`config.mk`:
```
export PLATFORM = sky130hd
export DESIGN_NAME = hazard_control_unit_flat
export DESIGN_NICKNAME = d
export VERILOG_FILES = /design/src/rtl/hazard_control_unit_if.sv /design/src/rtl/hazard_control_unit.sv /design/src/flat_wrapper.sv
export SDC_FILE = /design/constraint.sdc
export NUM_CORES = 1
export LEC_CHECK = 0
export ABC_AREA = 1
export CAP_MARGIN = 20
export CORE_ASPECT_RATIO = 1.2
export CORE_UTILIZATION = 28
export DETAILED_ROUTE_END_ITERATION = 8
export RECOVER_POWER = 25
export SETUP_SLACK_MARGIN = 0.05
export SLEW_MARGIN = 20
export SYNTH_ARGS = -nofsm -noshare
export SYNTH_HDL_FRONTEND = slang
export SYNTH_SLANG_ARGS = --single-unit
```
`constraint.sdc`:
```
create_clock -name clk -period 3.6 [get_ports clk]
set_clock_uncertainty 0.2 [all_clocks]
set_input_delay 1.08 -clock clk [delete_from_list [all_inputs] [get_ports clk]]
set_output_delay 1.08 -clock clk [all_outputs]
set_load 0.05 [all_outputs]
```
`src/rtl/hazard_control_unit_if.sv`:
```
// hazard_control_unit_if: pipeline-side signals of the stall/flush controller.
interface hazard_control_unit_if #(parameter int CNT_W = 32) ();
    logic [4:0] id_rs1;
    logic [4:0] id_rs2;
    logic id_uses_rs1;
    logic id_uses_rs2;
    logic [4:0] ex_rd;
    logic ex_dmem_read;
    logic imem_read;
    logic imem_resp;
    logic dmem_req;
    logic dmem_resp;
    logic br_taken;
    logic stall_pc;
    logic stall_if_id;
    logic stall_id_ex;
    logic stall_ex_mem;
    logic stall_mem_wb;
    logic bubble_id_ex;
    logic flush_if_id;
    logic [CNT_W-1:0] stall_cnt;
    logic [CNT_W-1:0] flush_cnt;
    modport master (
        output id_rs1, id_rs2, id_uses_rs1, id_uses_rs2, ex_rd, ex_dmem_read,
               imem_read, imem_resp, dmem_req, dmem_resp, br_taken,
        input  stall_pc, stall_if_id, stall_id_ex, stall_ex_mem, stall_mem_wb,
               bubble_id_ex, flush_if_id, stall_cnt, flush_cnt
    );
    modport slave (
        input  id_rs1, id_rs2, id_uses_rs1, id_uses_rs2, ex_rd, ex_dmem_read,
               imem_read, imem_resp, dmem_req, dmem_resp, br_taken,
        output stall_pc, stall_if_id, stall_id_ex, stall_ex_mem, stall_mem_wb,
               bubble_id_ex, flush_if_id, stall_cnt, flush_cnt
    );
endinterface

```
`src/rtl/hazard_control_unit.sv`:
```
// hazard_control_unit: load-use bubble, memory freeze and branch flush sequencing with counters.
module hazard_control_unit #(parameter int CNT_W = 32) (
    input logic clk,
    input logic rst,
    hazard_control_unit_if.slave hz
);
    typedef enum logic [1:0] {RUN, LU_BUBBLE, MEM_WAIT} state_t;
    state_t state, state_nx;
    logic flush_pend, flush_pend_nx;
    logic stall_all, stall_lu, bubble, flush;
    logic mem_wait, lu_hit;
    logic [CNT_W-1:0] stall_q, flush_q;
    assign mem_wait = (hz.imem_read & ~hz.imem_resp) | (hz.dmem_req & ~hz.dmem_resp);
    assign lu_hit = hz.ex_dmem_read & (hz.ex_rd != 5'd0) &
                    ((hz.id_uses_rs1 & (hz.id_rs1 == hz.ex_rd)) |
                     (hz.id_uses_rs2 & (hz.id_rs2 == hz.ex_rd)));
    always_comb begin
        state_nx = state;
        flush_pend_nx = flush_pend;
        stall_all = 1'b0;
        stall_lu = 1'b0;
        bubble = 1'b0;
        flush = 1'b0;
        case (state)
            RUN: begin
                if (mem_wait) begin
                    stall_all = 1'b1;
                    state_nx = MEM_WAIT;
                    flush_pend_nx = hz.br_taken;
                end else if (hz.br_taken) begin
                    flush = 1'b1;
                    bubble = 1'b1;
                end else if (lu_hit) begin
                    stall_lu = 1'b1;
                    bubble = 1'b1;
                    state_nx = LU_BUBBLE;
                end
            end
            LU_BUBBLE: begin
                stall_all = mem_wait;
                state_nx = mem_wait ? MEM_WAIT : RUN;
            end
            MEM_WAIT: begin
                if (mem_wait) begin
                    stall_all = 1'b1;
                end else if (flush_pend) begin
                    flush = 1'b1;
                    bubble = 1'b1;
                    flush_pend_nx = 1'b0;
                    state_nx = RUN;
                end else if (lu_hit) begin
                    stall_lu = 1'b1;
                    bubble = 1'b1;
                    state_nx = LU_BUBBLE;
                end else begin
                    state_nx = RUN;
                end
            end
            default: state_nx = RUN;
        endcase
    end
    // Outputs are gated by reset so an in-flight stall drops the moment rst falls.
    assign hz.stall_pc = rst & (stall_all | stall_lu);
    assign hz.stall_if_id = rst & (stall_all | stall_lu);
    assign hz.stall_id_ex = rst & stall_all;
    assign hz.stall_ex_mem = rst & stall_all;
    assign hz.stall_mem_wb = rst & stall_all;
    assign hz.bubble_id_ex = rst & bubble;
    assign hz.flush_if_id = rst & flush;
    assign hz.stall_cnt = stall_q;
    assign hz.flush_cnt = flush_q;
    always_ff @(posedge clk or negedge rst) begin
        if (!rst) begin
            state <= RUN;
            flush_pend <= 1'b0;
            stall_q <= '0;
            flush_q <= '0;
        end else begin
            state <= state_nx;
            flush_pend <= flush_pend_nx;
            if (hz.stall_pc && !(&stall_q)) stall_q <= stall_q + 1'b1;
            if (hz.flush_if_id && !(&flush_q)) flush_q <= flush_q + 1'b1;
        end
    end
endmodule

```
`src/flat_wrapper.sv`:
```
// flat-port wrapper written by rule: the top's interface ports become plain ports
module hazard_control_unit_flat 
#(parameter int CNT_W = 32)
  (clk, rst, hz_id_rs1, hz_id_rs2, hz_id_uses_rs1, hz_id_uses_rs2, hz_ex_rd, hz_ex_dmem_read, hz_imem_read, hz_imem_resp, hz_dmem_req, hz_dmem_resp, hz_br_taken, hz_stall_pc, hz_stall_if_id, hz_stall_id_ex, hz_stall_ex_mem, hz_stall_mem_wb, hz_bubble_id_ex, hz_flush_if_id, hz_stall_cnt, hz_flush_cnt);
  hazard_control_unit_if #(.CNT_W(CNT_W)) hz_i ();
  input logic clk;
  input logic rst;
  input wire logic [$bits(hz_i.id_rs1)-1:0] hz_id_rs1;
  input wire logic [$bits(hz_i.id_rs2)-1:0] hz_id_rs2;
  input wire logic [$bits(hz_i.id_uses_rs1)-1:0] hz_id_uses_rs1;
  input wire logic [$bits(hz_i.id_uses_rs2)-1:0] hz_id_uses_rs2;
  input wire logic [$bits(hz_i.ex_rd)-1:0] hz_ex_rd;
  input wire logic [$bits(hz_i.ex_dmem_read)-1:0] hz_ex_dmem_read;
  input wire logic [$bits(hz_i.imem_read)-1:0] hz_imem_read;
  input wire logic [$bits(hz_i.imem_resp)-1:0] hz_imem_resp;
  input wire logic [$bits(hz_i.dmem_req)-1:0] hz_dmem_req;
  input wire logic [$bits(hz_i.dmem_resp)-1:0] hz_dmem_resp;
  input wire logic [$bits(hz_i.br_taken)-1:0] hz_br_taken;
  output wire logic [$bits(hz_i.stall_pc)-1:0] hz_stall_pc;
  output wire logic [$bits(hz_i.stall_if_id)-1:0] hz_stall_if_id;
  output wire logic [$bits(hz_i.stall_id_ex)-1:0] hz_stall_id_ex;
  output wire logic [$bits(hz_i.stall_ex_mem)-1:0] hz_stall_ex_mem;
  output wire logic [$bits(hz_i.stall_mem_wb)-1:0] hz_stall_mem_wb;
  output wire logic [$bits(hz_i.bubble_id_ex)-1:0] hz_bubble_id_ex;
  output wire logic [$bits(hz_i.flush_if_id)-1:0] hz_flush_if_id;
  output wire logic [$bits(hz_i.stall_cnt)-1:0] hz_stall_cnt;
  output wire logic [$bits(hz_i.flush_cnt)-1:0] hz_flush_cnt;
  assign hz_i.id_rs1 = hz_id_rs1;
  assign hz_i.id_rs2 = hz_id_rs2;
  assign hz_i.id_uses_rs1 = hz_id_uses_rs1;
  assign hz_i.id_uses_rs2 = hz_id_uses_rs2;
  assign hz_i.ex_rd = hz_ex_rd;
  assign hz_i.ex_dmem_read = hz_ex_dmem_read;
  assign hz_i.imem_read = hz_imem_read;
  assign hz_i.imem_resp = hz_imem_resp;
  assign hz_i.dmem_req = hz_dmem_req;
  assign hz_i.dmem_resp = hz_dmem_resp;
  assign hz_i.br_taken = hz_br_taken;
  assign hz_stall_pc = hz_i.stall_pc;
  assign hz_stall_if_id = hz_i.stall_if_id;
  assign hz_stall_id_ex = hz_i.stall_id_ex;
  assign hz_stall_ex_mem = hz_i.stall_ex_mem;
  assign hz_stall_mem_wb = hz_i.stall_mem_wb;
  assign hz_bubble_id_ex = hz_i.bubble_id_ex;
  assign hz_flush_if_id = hz_i.flush_if_id;
  assign hz_stall_cnt = hz_i.stall_cnt;
  assign hz_flush_cnt = hz_i.flush_cnt;
  hazard_control_unit #(.CNT_W(CNT_W)) u_core (.clk(clk), .rst(rst), .hz(hz_i));
endmodule
```
==> key figures <==
Run status
  • Status: finished with violations
  • Failing checks: capacitance limit, slew limit

Pwr
  • Psw: about 1.1 mW
  • Max VDD drop: 0.3779 mV
  • Sw Share: 38.99%
  • Cell-internal power: approximately 1.7 mW
  • Logic pwr share: around a third
  • Pwr dens: 439.9 nW/um^2
  • Clock group share of total power: 30.2%
  • Pleak: 2.910 nW
  • Register share of total power: 35.4%

Synth
  • Mapped Nets: roughly 700
  • Sequential area share after synthesis: 36.05%
  • Yosys reg bits: 67
  • Cells after Synth: 658
  • Synth Flop Type: dfrtp_1
  • Mean area per synthesized cell: 7.068 um^2
  • Mapped Area: 4651 um^2
  • Ys Warns: 0
  • Async set or reset register ratio after synthesis: 100.0%
  • Synth cell types: 31
  • EDFF count, synth: 0

Run
  • # Max-Cap Violations: 2

Routing
  • DR vias/cell: around 4.7
  • Vias: 4,628
  • 1st-iter DRT viols: 215
  • Post-route ant nets: 0
  • Drt first pass iters: 4
  • Total wire length: approximately 14 mm
  • Remaining DRCs: 0
  • Avg WL per Cell: 13.73 um

STA
  • Setup_tns: 0 ns
  • RSZ-0062 raised after global routing: yes
  • Final period util: 97.83%
  • Endpoints failing setup: 0
  • Pins over their slew limit: 69
  • Hold Vio Cnt, Final: 0
  • Worst hold slack: 0.3133 ns
  • Fin crit period: 3.522 ns
  • Worst-margin pin slew: 1.855 ns
  • FMAX: approximately 280 MHz
  • Rel. slew slack: -23.68%

GRT
  • Global route overflow: 0
  • Vias in the first global route: 4,586
  • First-pass GRT wire length: 22.60 mm
  • Gr usage total: 16.93%
  • Initial antenna violation count: 0
  • Largest net degree at the start of global routing: 40

Clock tree
  • Worst-Skew Late Latency: 0.34 ns
  • Sink count of the clock tree: 67
  • Post-CTS Hold Buffers: 0
  • CTS Buf Count: 9
  • Max clock buf depth: 2
  • CTS clk-pin slew, worst paths: 0.06 ns
  • Max H-tree Level: 3
  • TritonCTS clock tree: yes
  • CTS root buf: clkbuf_16

Worst setup path
  • Crit path capture type: output pin
  • Crit-path slowest cell: dlygate4sd2_1
  • Critical path fanouts, max: 5
  • CP Launch Type: input port
  • Data required time of the critical path: 2.32 ns
  • Critical path origin: hz_imem_read
  • Worst path most repeated cell: nand2_2
  • WP data arrival: 2.24 ns
  • Setup CP Type: in -> out
  • Reg-to-Reg Start: u_core.state[0]$_DFFE_PN0P_
  • Largest stage delay on the critical path: 0.23 ns
  • Crit-path cells: dlygate4sd2_1 -> nand2_1 -> nand2_2 -> inv_4 -> nand2_2 -> nor2_2 -> nand4_1 -> nand3_4 -> buf_12

Placement
  • Detailed-placement wirelength estimate: around 10 mm
  • Placer Congestion: 0.9312
  • Placed Area: 5901 um^2
  • Port Buffers: 95
  • Post-Place Cells: 960

Final layout
  • Final Instance Count excl. Fillers: ~990
  • Area Overhead vs Synth: 35.97%
  • Fin area: 6324 um^2
  • Layout Utilization: 39.02%
  • Final nets: ~800
  • Leading cell type in the layout, fill and taps excluded: nand2_1
  • Fraction of layout cells with a size suffix above 1: ~16%
  • Most frequent cells in the layout: nand2_1 (241), nor2_1 (67), dfrtp_1 (67)
  • Number of diodes: 0

Floorplan
  • Site Rows: 51
  • I/O Pins: 96
  • Die width: between 100 and 150 um
  • Core region area: 16,210 um^2
  • Starting Density: 28.69%
  • Die height: around 140 um
  • Die area: 17,130 um^2

Worst hold path
  • Hold Path Class: reg -> reg
  • Min-Delay Startpoint: u_core.hz.stall_cnt[24]$_DFFE_PN0P_
-- critical path, delay by kind of cell --
family / cells / cell delay [ns]
buffers and inverters: 3 / 0.47
and+or+nand+nor: 6 / 0.68
-- metrics by stage --
stage	power, mW	worst slack (ns)
after floorplan	1.571	0.07386
after global placement	1.914	-0.1917
after detailed placement	1.920	-0.2084
after CTS	2.803	0.05199
after global routing	2.926	0.007808
final	2.781	0.07807
-- final timing paths --
path                                                       endpoint  slack, ns  cells past startpoint
worst max-delay path                                 hz_stall_if_id       0.08                      9
worst min-delay path            u_core.hz.stall_cnt[24]$_DFFE_PN0P_       0.31                      2
worst max register to register          u_core.state[0]$_DFFE_PN0P_       0.68                     19
worst min register to register  u_core.hz.stall_cnt[24]$_DFFE_PN0P_       0.31                      2
max in group asynchronous        u_core.hz.flush_cnt[4]$_DFFE_PN0P_       0.87                      2
min in group asynchronous        u_core.hz.stall_cnt[0]$_DFFE_PN0P_       1.23                      2
-- power groups by stage --
stage,sequential (mW),clock [mW],combinational (mW)
after detailed placement,0.992,0,0.928
final,0.985,0.839,0.957
after floorplan,1.28,0,0.296
after global placement,0.995,0,0.919
after CTS,0.984,0.859,0.959
after global routing,1.00,0.899,1.02
-- kinds of logic after synthesis --
group	share of synthesized area, %
AOI/OAI and AO/OA	2.394
xor gates and xnor gates	9.793
adders and majority gates	0.5380
buffers and inverters	8.474
DFF	36.05
and+or+nand+nor	42.75
-- area by class of cell --
cell class	instances	area [um^2]
Clock buffer	13	270.3
Clock inverter	2	10.01
Timing Repair Buffer	124	1200
Tap cell	212	265.3
Fill cell	1748	9884
Inverter	67	254.0
Sequential cell	67	1677
Multi-Input combinational cell	507	2648
-- synth_stat cells, types with 5 or more instances --
library cell	instances	area, um^2
nand2_1	245	919.6
nor2_1	71	266.5
dfrtp_1	67	1677
inv_1	54	202.7
xor2_1	31	271.5
nand3_1	29	145.1
nor3_1	23	115.1
nand3_2	22	220.2
xnor2_1	21	183.9
nand4_1	15	93.84
inv_2	13	48.80
o21ai_1	9	45.04
buf_4	8	60.06
buf_6	6	67.56
o21ai_0	6	30.03
nand2_2	5	31.28
nand3b_1	5	37.54
nor2_2	5	31.28
-- registers in the layout, indices dropped and copies added (netlist names) --
| register | flops |
|---|---|
| u_core.hz.stall_cnt | 32 |
| u_core.flush_pend | 1 |
| u_core.state | 2 |
| u_core.hz.flush_cnt | 32 |
-- routing by layer --
layer  vias up  wire length, um  GRT usage (%)
met4         0              442          7.763
met2       121             7358          31.21
met3        36              497          3.554
met5         -                0              0
met1      2169             5322          18.45
li1       2302                -              -
-- timing repair --
action                     CTS  global route
gates resized for setup     35            28
setup endpoints to repair    7             4
pin swaps                   20            16
buffers inserted            14             3
Power figures use the tool's default switching activity.
